<file path="src/rtl/truth_table_sweeper.sv">
// Sweeps all eight input combinations of a 3-input gate and records its truth table.
// Define TT_SWEEP_COMPARE_EN to compile in the registered compare against the expected table.
module truth_table_sweeper #(
    parameter int SETTLE_CYCLES = 4
) (
    input  logic       clk,
    input  logic       rst_n,
    input  logic       start,
    input  logic [7:0] expected,
    input  logic       dut_out,
    output logic       in1,
    output logic       in2,
    output logic       in3,
    output logic       busy,
    output logic       done,
    output logic [7:0] table_out,
    output logic       match
);

    typedef enum logic [1:0] {
        S_IDLE,
        S_SETTLE,
        S_SAMPLE,
        S_DONE
    } state_t;

    localparam logic [7:0] LAST_SETTLE = 8'(SETTLE_CYCLES - 1);

    state_t     r_state;
    logic [2:0] r_idx;
    logic [7:0] r_cnt;
    logic [7:0] r_table;
    logic [2:0] r_ins;
    logic       r_busy;
    logic       r_done;
    logic [7:0] w_table_next;

`ifdef TT_SWEEP_COMPARE_EN
    logic [7:0] r_expected;
    logic       r_match;
`else
    logic       w_unused;
    assign w_unused = ^expected;
`endif

    // Combination 000 lands in the MSB, so the table reads left to right by index.
    // NOTE: default assignment first so no path through always_comb leaves a latch.
    always_comb begin
        w_table_next = r_table;
        w_table_next[3'd7 - r_idx] = dut_out;
    end

    // NOTE: sequential state uses non-blocking assignments so every register sees pre-edge values.
    always_ff @(posedge clk) begin
        if (!rst_n) begin
            r_state    <= S_IDLE;
            r_idx      <= 3'd0;
            r_cnt      <= 8'd0;
            r_table    <= 8'h00;
            r_ins      <= 3'b000;
            r_busy     <= 1'b0;
            r_done     <= 1'b0;
`ifdef TT_SWEEP_COMPARE_EN
            r_expected <= 8'h00;
            r_match    <= 1'b0;
`endif
        end else begin
            r_done <= 1'b0;
            case (r_state)
                S_IDLE: begin
                    if (start) begin
                        r_state    <= S_SETTLE;
                        r_idx      <= 3'd0;
                        r_cnt      <= 8'd0;
                        r_table    <= 8'h00;
                        r_ins      <= 3'b000;
                        r_busy     <= 1'b1;
`ifdef TT_SWEEP_COMPARE_EN
                        r_expected <= expected;
                        r_match    <= 1'b0;
`endif
                    end
                end
                S_SETTLE: begin
                    if (r_cnt == LAST_SETTLE) begin
                        r_state <= S_SAMPLE;
                        r_cnt   <= 8'd0;
                    end else begin
                        r_cnt <= r_cnt + 8'd1;
                    end
                end
                S_SAMPLE: begin
                    r_table <= w_table_next;
                    if (r_idx == 3'd7) begin
                        r_state <= S_DONE;
                        r_ins   <= 3'b000;
                        r_busy  <= 1'b0;
                        r_done  <= 1'b1;
`ifdef TT_SWEEP_COMPARE_EN
                        r_match <= (w_table_next == r_expected);
`endif
                    end else begin
                        r_state <= S_SETTLE;
                        r_idx   <= r_idx + 3'd1;
                        r_ins   <= r_idx + 3'd1;
                    end
                end
                S_DONE: begin
                    r_state <= S_IDLE;
                end
                default: begin
                    r_state <= S_IDLE;
                end
            endcase
        end
    end

    assign in1       = r_ins[2];
    assign in2       = r_ins[1];
    assign in3       = r_ins[0];
    assign busy      = r_busy;
    assign done      = r_done;
    assign table_out = r_table;

`ifdef TT_SWEEP_COMPARE_EN
    assign match = r_match;
`else
    assign match = 1'b0;
`endif

endmodule

</file>
<file path="config.mk">
export PLATFORM = sky130hd
export DESIGN_NAME = truth_table_sweeper
export DESIGN_NICKNAME = d
export VERILOG_FILES = /design/src/rtl/truth_table_sweeper.sv
export SDC_FILE = /design/constraint.sdc
export NUM_CORES = 1
export LEC_CHECK = 0
export ABC_AREA = 1
export CAP_MARGIN = 15
export CORE_MARGIN = 8
export CORE_UTILIZATION = 45
export DETAILED_ROUTE_END_ITERATION = 7
export PLACE_DENSITY = 0.74
export REMOVE_ABC_BUFFERS = 1
export SYNTH_ARGS = -nofsm -noshare
export SYNTH_HDL_FRONTEND = slang
export SYNTH_SLANG_ARGS = --single-unit
</file>
<file path="constraint.sdc">
create_clock -name clk -period 1.15 [get_ports clk]
set_input_delay 0.345 -clock clk [delete_from_list [all_inputs] [get_ports clk]]
set_output_delay 0.345 -clock clk [all_outputs]
set_load 0.005 [all_outputs]
</file>
==> results by group <==
Outcome
  – Status: complete, but fails checks
  – Failing checks: negative setup slack

STA
  – Unrepaired setup endpoints after global routing: true
  – Fmax: 0.795 GHz
  – Setup Skew: 0.0102 ns
  – Hold slack: 0.472 ns
  – Setup ws final: -0.108 ns
  – Final hold viol count: 0
  – Setup TNS: -0.140 ns
  – Slew Viols, Final: 0
  – Final period util: 109%
  – Minimum clock period: 1.26 ns
  – # setup viols final: 6

Placement
  – IO buf count: 16
  – Gpl congestion: 0.869
  – Placed instance area: 1610 um^2
  – Inst Count DP: 247
  – Hpwl dp: 2230 um

Synth
  – Mapped Cells: 184
  – Adder-cell share of the synthesized area: 2.95%
  – Synth Area in Compound Gates: 10.4%
  – Post-synthesis sequential area ratio: 40.9%
  – Avg Cell Area, Syn: 6.92 um^2
  – Area of the mapped netlist: 1270 um^2
  – Post-synthesis mux area share: 0%
  – Largest family of logic cells by synthesized area: simple AND/OR/NAND/NOR gates
  – Post-Synth XOR/XNOR Area: 0.688%
  – Yosys warns: 0
  – FF+latch count, synth: 26
  – Post-synth cell types: 23
  – Simple-Gate Fraction of Synth Area: 35.8%

Detailed routing
  – DRC: 0
  – Routed wire length per instance: 13.7 um
  – DR vias: 1306
  – Drt first-iter violations: 49
  – DRT antenna net count: 0
  – Drt total wl: 3510 um
  – First drt pass iteration count: 4
  – Vias per cell: 5.08

Setup path
  – Crit path launch type: flop
  – Critical Path End Type: flop
  – Crit path max-delay family: simple AND/OR/NAND/NOR gates
  – Top cell by count, worst path: nand2_1
  – Req. time, crit path: 1.40 ns
  – CP max stage delay: 0.37 ns
  – Crit path buf inv count: 1
  – Worst EP arrival: 1.51 ns
  – CP Depth: 7
  – Critical R2R Capture: table_out[6]$_SDFFE_PN0P_
  – Critical path's slowest cell: dfxtp_2
  – Reg2Reg Depth: 7
  – R2r startpoint: r_idx[1]$_SDFFE_PN0P_
  – R2r setup slk: -0.11 ns
  – Critical path class: flop to flop
  – CP Cell Sequence: buf_4 > nor2_1 > nand2_1 > nand2_1 > nand2_1 > nand2_1 > a21oi_1
  – Max Fanout on Critical Path: 8

Finish
  – Commonest non-fill, non-tap cell in the layout: nand2_1
  – # diodes: 0
  – Layout cell share with drive strength beyond 1: 43.8%
  – Most frequent cells in the layout: nand2_1, buf_4, dfxtp_2
  – Area delta synth->final: 44.8%
  – Fin cells: 257
  – Nets: 242
  – Design area: 1840 um^2
  – Layout fillers: 210

Global routing
  – Vias in the first global route: 1298
  – GRT Total Usage: 13.0%
  – First-pass GRT wire length: 5450 um
  – Antenna violations before repair: 0
  – Largest net degree at the start of global routing: 20
  – Grt total ovfl: 0

Clocking
  – Root buf cell: clkbuf_4
  – Clock Tree Buf Depth: 2
  – Clock-pin slew on the worst setup and hold paths: 0.15 ns
  – Sink count of the clock tree: 26
  – Worst-skew pair later-pin latency: 0.34 ns
  – CTS Buf Count: 3
  – CTS tree: done
  – H-tree depth: 1

Pwr
  – Design Power: 1.95 mW
  – Worst IR Drop VDD: 1.10 mV
  – Pwr dens: 1060 nW/um^2
  – Leakage: 0.771 nW

Die
  – Die span in y: 69.2 um
  – Ports: 26
  – Initial Util: 46.6%
  – Core area: 2730 um^2
  – Die X: 69.2 um
  – FP Rows: 19
  – Die area: 4790 um^2

Min path
  – Hold Path End: table_out[5]$_SDFFE_PN0P_
  – Hold Path Class: flop to flop
  – Hold_sp: table_out[5]$_SDFFE_PN0P_
  – Worst Hold Path Cells: 2

Flow run
  – Max Cap Viol: 0
worst reg2reg max path: cells and delay by family, from the launching register on:
kind | cells | cell delay, ns
flip-flops | 1 | 0.37
AND/OR/NAND/NOR | 5 | 0.55
buffers and inverters | 1 | 0.16
AO/OA/AOI/OAI | 1 | 0.07
per-layer routing:
metal / track usage [%] / up-vias / wire [um]
met4: 7.74 / 0 / 98
met2: 21.7 / 32 / 1730
met1: 14.1 / 598 / 1510
met5: 0 / - / 0
li1: - / 667 / -
met3: 3.86 / 9 / 177
Yosys cell counts:
master / number / share of area (%)
xor2_1: 1 / 0.69
nand4_1: 5 / 2.5
nand3_1: 16 / 6.3
nor2_4: 4 / 3.5
clkbuf_1: 1 / 0.29
buf_4: 1 / 0.59
nor2_1: 18 / 5.3
nand2_4: 1 / 0.88
nand2_2: 3 / 1.5
o211ai_1: 1 / 0.59
a21oi_1: 20 / 7.9
o21ai_0: 4 / 1.6
clkinv_1: 1 / 0.29
conb_1: 1 / 0.29
ha_1: 3 / 2.9
inv_1: 19 / 5.6
inv_2: 2 / 0.59
buf_2: 2 / 0.79
and3_1: 1 / 0.49
nand2_1: 52 / 15
dfxtp_1: 26 / 41
o21ai_1: 1 / 0.39
buf_6: 1 / 0.88
registers in the layout (all words and copies together), names as in the netlist:
register and flops:
r_ins 3, done 1, table_out 8, r_idx 3, r_cnt 8, busy 1, r_state 2
final cells by class:
cell class / count / area (um^2) / area share [%]
Multi-Input combinational cell: 131 / 749 / 40.6
Inverter: 22 / 88.8 / 4.82
Sequential cell: 26 / 544 / 29.5
Clock inverter: 1 / 30.0 / 1.63
Timing Repair Buffer: 43 / 370 / 20.1
Clock buffer: 3 / 22.5 / 1.22
Tap cell: 31 / 38.8 / 2.10
power by group:
part	switching [mW]	total, mW	internal [mW]
Combinational	0.199	0.348	0.149
Sequential	0.0307	0.961	0.930
Clock	0.291	0.644	0.354
worst max path at each step:
stage                     slack [ns]             startpoint                         to
after floorplan                -0.06  r_idx[0]$_SDFFE_PN0P_    r_state[1]$_SDFFE_PN0P_
after global placement         -0.34                  start      r_cnt[2]$_SDFFE_PN0P_
after detailed placement       -0.37                  start      r_cnt[2]$_SDFFE_PN0P_
after CTS                     -0.008      busy$_SDFFE_PN0P_                       busy
after global routing           -0.23  r_idx[1]$_SDFFE_PN0P_  table_out[6]$_SDFFE_PN0P_
final                          -0.11  r_idx[1]$_SDFFE_PN0P_  table_out[6]$_SDFFE_PN0P_
what timing repair did:
action                                 in CTS  in global routing
hold buffers                                0                  0
setup endpoints to repair                  28                 34
cloned                                      0                  0
endpoints found under the hold margin       0                  0
buffers inserted                            2                  4
pin swaps                                   5                 12
gates resized for setup                    78                 39
per-stage QoR:
stage / setup WS [ns] / util, %
floorplan: -0.0616 / -
global placement: -0.344 / 58.9
detailed placement: -0.370 / 58.9
CTS: -0.00807 / 61.1
global route: -0.226 / 67.5
finish: -0.108 / 67.5
kinds of logic after synthesis:
| group | Yosys count |
|---|---|
| simple gates | 100 |
| buf+inv | 27 |
| compound gates | 26 |
| flops | 26 |
| fa+ha+maj | 3 |
| xor+xnor | 1 |
| other cells | 1 |
Power figures use the tool's default switching activity.
